===== config.mk =====
export PLATFORM = sky130hd
export DESIGN_NAME = clock_set_controller
export DESIGN_NICKNAME = d
export VERILOG_FILES = /design/src/rtl/clock_set_controller.sv
export SDC_FILE = /design/constraint.sdc
export NUM_CORES = 1
export LEC_CHECK = 0
export CAP_MARGIN = 20
export CORE_MARGIN = 2
export CORE_UTILIZATION = 40
export CTS_BUF_LIST = sky130_fd_sc_hd__clkbuf_16
export CTS_CLUSTER_SIZE = 8
export DETAILED_ROUTE_END_ITERATION = 16
export GPL_TIMING_DRIVEN = 0
export SYNTH_ARGS = -nofsm -noshare
export SYNTH_HDL_FRONTEND = slang
export SYNTH_SLANG_ARGS = --single-unit

===== constraint.sdc =====
create_clock -name i_clk -period 2.8 [get_ports i_clk]
set_clock_uncertainty 0.15 [all_clocks]
set_input_delay 0.56 -clock i_clk [delete_from_list [all_inputs] [get_ports i_clk]]
set_output_delay 0.56 -clock i_clk [all_outputs]
set_load 0.02 [all_outputs]

===== src/rtl/clock_set_controller.sv =====
// Time-setting sequencer: HH -> MM -> SS edit fields, timekeeper hold/load, field blink masks.
// Define AUTO_REPEAT_EN to enable UP/DOWN auto-repeat while a key is held.
module clock_set_controller #(
    parameter int BLINK_MS        = 250,
    parameter int TIMEOUT_MS      = 10000,
    parameter int REPEAT_DELAY_MS = 500,
    parameter int REPEAT_RATE_MS  = 100
) (
    input  logic       i_clk,
    input  logic       i_rst,
    input  logic       i_tick_1khz,
    input  logic       i_key_mode,
    input  logic       i_key_up,
    input  logic       i_key_down,
    input  logic [4:0] i_cur_hh,
    input  logic [5:0] i_cur_mm,
    input  logic [5:0] i_cur_ss,
    output logic [4:0] o_hh,
    output logic [5:0] o_mm,
    output logic [5:0] o_ss,
    output logic       o_load,
    output logic       o_hold,
    output logic [1:0] o_field,
    output logic [2:0] o_blank
);

    localparam int TO_W    = $clog2(TIMEOUT_MS + 1);
    localparam int BL_W    = $clog2(BLINK_MS + 1);
    localparam int REP_MAX = (REPEAT_DELAY_MS > REPEAT_RATE_MS) ? REPEAT_DELAY_MS : REPEAT_RATE_MS;
    localparam int REP_W   = $clog2(REP_MAX + 1);

    localparam logic [TO_W-1:0]  TO_LAST = TO_W'(TIMEOUT_MS - 1);
    localparam logic [TO_W-1:0]  TO_TERM = TO_W'(TIMEOUT_MS);
    localparam logic [BL_W-1:0]  BL_LAST = BL_W'(BLINK_MS - 1);
    localparam logic [REP_W-1:0] RD_LAST = REP_W'(REPEAT_DELAY_MS - 1);
    localparam logic [REP_W-1:0] RR_LAST = REP_W'(REPEAT_RATE_MS - 1);

`ifdef AUTO_REPEAT_EN
    localparam logic REPEAT_EN = 1'b1;
`else
    localparam logic REPEAT_EN = 1'b0;
`endif

    typedef enum logic [2:0] {
        ST_RUN    = 3'd0,
        ST_SET_HH = 3'd1,
        ST_SET_MM = 3'd2,
        ST_SET_SS = 3'd3,
        ST_LOAD   = 3'd4
    } state_t;

    state_t state_reg, state_next;

    logic       mode_q_reg, up_q_reg, down_q_reg, armed_reg;
    logic       mode_press, up_press, down_press, any_press;
    logic       in_edit, entry, timeout_hit;
    logic       step_up, step_dn, step;
    logic [4:0] hh_reg, hh_next;
    logic [5:0] mm_reg, mm_next;
    logic [5:0] ss_reg, ss_next;
    logic       load_reg, hold_reg;
    logic [TO_W-1:0]  to_cnt_reg;
    logic [BL_W-1:0]  blink_cnt_reg;
    logic             phase_reg;
    logic [REP_W-1:0] rep_cnt_reg, rep_limit;
    logic             rep_arm_reg, rep_first_reg;
    logic             up_alone, dn_alone, rep_hold, rep_fire;

    // armed_reg masks the first cycle after reset so a key held through reset is not a press.
    always_ff @(posedge i_clk or posedge i_rst) begin
        if (i_rst) begin
            mode_q_reg <= 1'b1;
            up_q_reg   <= 1'b1;
            down_q_reg <= 1'b1;
            armed_reg  <= 1'b0;
        end else begin
            mode_q_reg <= i_key_mode;
            up_q_reg   <= i_key_up;
            down_q_reg <= i_key_down;
            armed_reg  <= 1'b1;
        end
    end

    assign mode_press = armed_reg & mode_q_reg & ~i_key_mode;
    assign up_press   = armed_reg & up_q_reg & ~i_key_up;
    assign down_press = armed_reg & down_q_reg & ~i_key_down;
    assign any_press  = mode_press | up_press | down_press;

    assign in_edit = (state_reg == ST_SET_HH) | (state_reg == ST_SET_MM) | (state_reg == ST_SET_SS);

    // Auto-repeat only runs after a genuine press of a single key inside an edit field.
    assign up_alone  = ~i_key_up & i_key_down;
    assign dn_alone  = i_key_up & ~i_key_down;
    assign rep_hold  = REPEAT_EN & in_edit & ~mode_press & (up_alone | dn_alone);
    assign rep_limit = rep_first_reg ? RD_LAST : RR_LAST;
    assign rep_fire  = rep_hold & rep_arm_reg & ~up_press & ~down_press & i_tick_1khz
                     & (rep_cnt_reg == rep_limit);

    always_ff @(posedge i_clk or posedge i_rst) begin
        if (i_rst) begin
            rep_arm_reg   <= 1'b0;
            rep_cnt_reg   <= '0;
            rep_first_reg <= 1'b1;
        end else if (!rep_hold) begin
            rep_arm_reg   <= 1'b0;
            rep_cnt_reg   <= '0;
            rep_first_reg <= 1'b1;
        end else if (up_press || down_press) begin
            rep_arm_reg   <= 1'b1;
            rep_cnt_reg   <= '0;
            rep_first_reg <= 1'b1;
        end else if (rep_arm_reg && i_tick_1khz) begin
            if (rep_cnt_reg == rep_limit) begin
                rep_cnt_reg   <= '0;
                rep_first_reg <= 1'b0;
            end else begin
                rep_cnt_reg <= rep_cnt_reg + REP_W'(1);
            end
        end
    end

    assign step_up = in_edit & ~mode_press & ((up_press & ~down_press) | (rep_fire & up_alone));
    assign step_dn = in_edit & ~mode_press & ((down_press & ~up_press) | (rep_fire & dn_alone));
    assign step    = step_up | step_dn;

    assign timeout_hit = i_tick_1khz & (to_cnt_reg == TO_LAST);

    always_comb begin
        state_next = state_reg;
        unique case (state_reg)
            ST_RUN:    if (mode_press) state_next = ST_SET_HH;
            ST_SET_HH: if (mode_press) state_next = ST_SET_MM;
                       else if (timeout_hit) state_next = ST_RUN;
            ST_SET_MM: if (mode_press) state_next = ST_SET_SS;
                       else if (timeout_hit) state_next = ST_RUN;
            ST_SET_SS: if (mode_press) state_next = ST_LOAD;
                       else if (timeout_hit) state_next = ST_RUN;
            ST_LOAD:   state_next = ST_RUN;
            default:   state_next = ST_RUN;
        endcase
    end

    assign entry = (state_next != state_reg);

    always_comb begin
        hh_next = hh_reg;
        mm_next = mm_reg;
        ss_next = ss_reg;
        if (state_reg == ST_RUN && mode_press) begin
            hh_next = i_cur_hh;
            mm_next = i_cur_mm;
            ss_next = i_cur_ss;
        end else if (step) begin
            unique case (state_reg)
                ST_SET_HH: hh_next = step_up ? ((hh_reg == 5'd23) ? 5'd0 : hh_reg + 5'd1)
                                             : ((hh_reg == 5'd0) ? 5'd23 : hh_reg - 5'd1);
                ST_SET_MM: mm_next = step_up ? ((mm_reg == 6'd59) ? 6'd0 : mm_reg + 6'd1)
                                             : ((mm_reg == 6'd0) ? 6'd59 : mm_reg - 6'd1);
                ST_SET_SS: ss_next = step_up ? ((ss_reg == 6'd59) ? 6'd0 : ss_reg + 6'd1)
                                             : ((ss_reg == 6'd0) ? 6'd59 : ss_reg - 6'd1);
                default: ;
            endcase
        end
    end

    always_ff @(posedge i_clk or posedge i_rst) begin
        if (i_rst) begin
            state_reg <= ST_RUN;
            hh_reg    <= '0;
            mm_reg    <= '0;
            ss_reg    <= '0;
            load_reg  <= 1'b0;
            hold_reg  <= 1'b0;
        end else begin
            state_reg <= state_next;
            hh_reg    <= hh_next;
            mm_reg    <= mm_next;
            ss_reg    <= ss_next;
            load_reg  <= (state_next == ST_LOAD);
            hold_reg  <= (state_next != ST_RUN);
        end
    end

    // Idle timeout saturates at its terminal count; blink restarts visible on entry and on each step.
    always_ff @(posedge i_clk or posedge i_rst) begin
        if (i_rst) begin
            to_cnt_reg    <= '0;
            blink_cnt_reg <= '0;
            phase_reg     <= 1'b0;
        end else begin
            if (entry || any_press || step)
                to_cnt_reg <= '0;
            else if (i_tick_1khz && to_cnt_reg != TO_TERM)
                to_cnt_reg <= to_cnt_reg + TO_W'(1);

            if (entry || step) begin
                blink_cnt_reg <= '0;
                phase_reg     <= 1'b0;
            end else if (i_tick_1khz) begin
                if (blink_cnt_reg == BL_LAST) begin
                    blink_cnt_reg <= '0;
                    phase_reg     <= ~phase_reg;
                end else begin
                    blink_cnt_reg <= blink_cnt_reg + BL_W'(1);
                end
            end
        end
    end

    always_comb begin
        o_field = 2'd0;
        o_blank = 3'b000;
        unique case (state_reg)
            ST_SET_HH: begin o_field = 2'd1; o_blank = {phase_reg, 2'b00}; end
            ST_SET_MM: begin o_field = 2'd2; o_blank = {1'b0, phase_reg, 1'b0}; end
            ST_SET_SS: begin o_field = 2'd3; o_blank = {2'b00, phase_reg}; end
            default: ;
        endcase
    end

    assign o_hh   = hh_reg;
    assign o_mm   = mm_reg;
    assign o_ss   = ss_reg;
    assign o_load = load_reg;
    assign o_hold = hold_reg;

endmodule


==> summary.txt <==
Run status
  – Status: complete, no violations

Clock tree
  – Post-cts sizing count: 0
  – CTS Buffer Depth: 2
  – Insertion delay to the later sink of the worst-skew pair: 0.28 ns
  – CTS Root Cell: clkbuf_16
  – Setup Buffers After CTS: 0
  – CTS buffer count: 5
  – H-tree level count: 2
  – CTS sink cnt: 49
  – Reg clk slew, reported paths: 0.07 ns
  – Cts hold-fix bufs: 0
  – CTS tree: built

Hold path
  – Hold Path Class: in2async

Placed design
  – DP Worst Slack: 0.115 ns
  – # placed instances: 518
  – Gp weighted congestion: 0.843
  – Dpl cell area: 3730 sq um
  – Number of port buffers: 45
  – Post-DP HPWL: 5330 microns

Yosys
  – Post-Synthesis Net Count: 405
  – Syn Area/Cell: 8.47 sq um
  – Post-synth ARST share: 100%
  – Yosys top cell area share: 36.7%
  – Seq/Total Area, Yosys: 39.2%
  – Main flop type after synthesis: dfrtp_1
  – Cell count after synthesis: 370
  – Syn Std Cell Area: 3140 sq um
  – Ranking of synthesized cells by area: dfrtp_1, nor2_1, ha_1, xnor2_1, nand2_1
  – Netlist cell types: 53
  – Largest area contributor in the netlist: dfrtp_1
  – Seq cells post-synth: 49
  – Syn. warnings: 0
  – Number of flops mapped to enable cells by yosys: 0

Layout
  – # diodes: 0
  – Fin area: 3870 sq um
  – Nets: 458
  – Max reg flops: 14
  – Share of layout cells above drive strength 1: 5.90%
  – Most frequent cells in the layout: nor2_1, dfrtp_1, clkdlybuf4s50_1
  – Core Util, Final: 50.7%
  – Most common cell after layout, fill and taps aside: nor2_1
  – Area of the multi-input gates: 1760 sq um
  – Sequential Area: 1230 sq um
  – Cell Count, Final, Fillers Out: 526
  – Fillcell total: 733
  – Layout Area Growth over Synthesis: 23.6%

Drt
  – Routed length per instance: 14.0 microns
  – Antenna-violating nets left: 0
  – Via-to-Cell Ratio: 5.22
  – Via count: 2744
  – DRT Pass-1 Iters: 4
  – Drt total wl: 7370 microns
  – DRC Markers: 0
  – 1st-iter DRT viols: 100

Floorplan
  – FP Rows: 32
  – Core area: 7650 sq um
  – DIE HEIGHT: 92.5 microns
  – # IOs: 47
  – Die area: 8560 sq um
  – Initial core utilization: 41.0%
  – Die X: 92.5 microns

Timing
  – RSZ-0062 raised after global routing: false
  – Fraction of the cycle the final worst path needs: 92.7%
  – Rel. slew slack: 60.1%
  – Worst slew pin tran: 0.594 ns
  – Fin. Hold Viols: 0
  – Tmin final: 2.60 ns
  – Max-slew violations: 0
  – Max Clk Rate: 385 MHz
  – Setup TNS: 0 ns
  – Final setup violating endpoints: 0
  – Min Hold Slack: 0.381 ns
  – Min setup slack post-route: 0.204 ns

Global route
  – First-pass GRT wire length: 12500 microns
  – Met3 Use GR: 2.52%
  – Initial antenna violation count: 0
  – Met1 Usage GRT: 22.8%
  – Global route overflow: 0
  – Global routing's busiest layer: met2
  – GRT Resource Usage Total: 17.8%
  – Vias in the first global route: 2675
  – Largest net degree at the start of global routing: 39
  – Met2 usage: 31.7%

Pwr
  – Power Density: 810 nW/um^2
  – Worst VDD drop: 0.000303 V
  – LEAKAGE: 1.66 nW
  – Design Power: 3.14 mW

Worst setup path
  – CP Max Fanout: 7
  – Startpoint types: flip-flop
  – Crit Path Class: reg2out
  – Crit path DAT: 1.89 ns
  – Reg2Reg Depth: 7
  – Req. time, crit path: 2.09 ns
  – CP endpoint kind: output pin

Run
  – Max-Cap Viols: 0
==> area by class of cell <==
cell class / count / area share [%]
Sequential cell: 49 / 31.7
Inverter: 12 / 1.16
Clock buffer: 5 / 3.23
Timing Repair Buffer: 46 / 12.1
Tap cell: 102 / 3.29
Multi-Input combinational cell: 290 / 45.4
Clock inverter: 3 / 0.420
Buffer: 19 / 2.58
==> cell usage after synthesis, drive strengths merged, types with 3 or more instances <==
master,instances
nor3,9
and2,4
dfstp,3
o211ai,6
nand2,33
nor2b,6
inv,12
nor2,53
ha,12
nand3,24
mux2i,7
o21ai,21
clkbuf,12
dfrtp,46
buf,7
and3,8
a211oi,3
xnor2,17
xor2,13
o22ai,6
nand2b,5
a21oi,21
nand4,12
==> final timing paths <==
path,endpoint,start,slack (ns)
hold reg to reg,to_cnt_reg[13]$_DFFE_PP0P_,to_cnt_reg[13]$_DFFE_PP0P_,0.40
hold / removal,o_mm[1]$_DFFE_PP0P_,i_rst,0.38
setup reg to reg,o_ss[5]$_DFFE_PP0P_,state_reg[1]$_DFF_PP0_,0.62
min in group i_clk,to_cnt_reg[13]$_DFFE_PP0P_,to_cnt_reg[13]$_DFFE_PP0P_,0.40
max in group asynchronous,up_q_reg$_DFF_PP1_,i_rst,1.57
setup / recovery,o_blank[2],state_reg[2]$_DFF_PP0_,0.20
==> metal layers <==
metal | share of wire [%] | vias up
li1 | - | 1396
met1 | 46 | 1298
met2 | 50 | 48
met3 | 2.9 | 2
met4 | 0.33 | 0
met5 | 0 | -
==> logic make-up after synthesis <==
| logic type | synth area share [%] |
|---|---|
| XOR/XNOR | 8.38 |
| AND/OR/NAND/NOR | 25.5 |
| adder cells (fa/ha/maj) | 4.79 |
| flip-flops | 39.2 |
| other | 0.120 |
| multiplexers | 2.59 |
| AO/OA/AOI/OAI | 14.8 |
| buffers and inverters | 4.63 |
==> critical path, stage by stage (launching register included) <==
cell,delay [ns]
dfrtp_1,0.46
nor2b_1,0.19
nor2b_1,0.19
and2_1,0.16
clkdlybuf4s50_1,0.60
==> power breakdown <==
| group | internal [mW] | switching (mW) | leakage (nW) | total (mW) |
|---|---|---|---|---|
| combinational | 0.660 | 0.836 | 0.963 | 1.50 |
| sequential | 0.865 | 0.194 | 0.618 | 1.06 |
| clock | 0.327 | 0.258 | 0.0764 | 0.585 |
No activity file was read; power rests on OpenSTA's default activity.
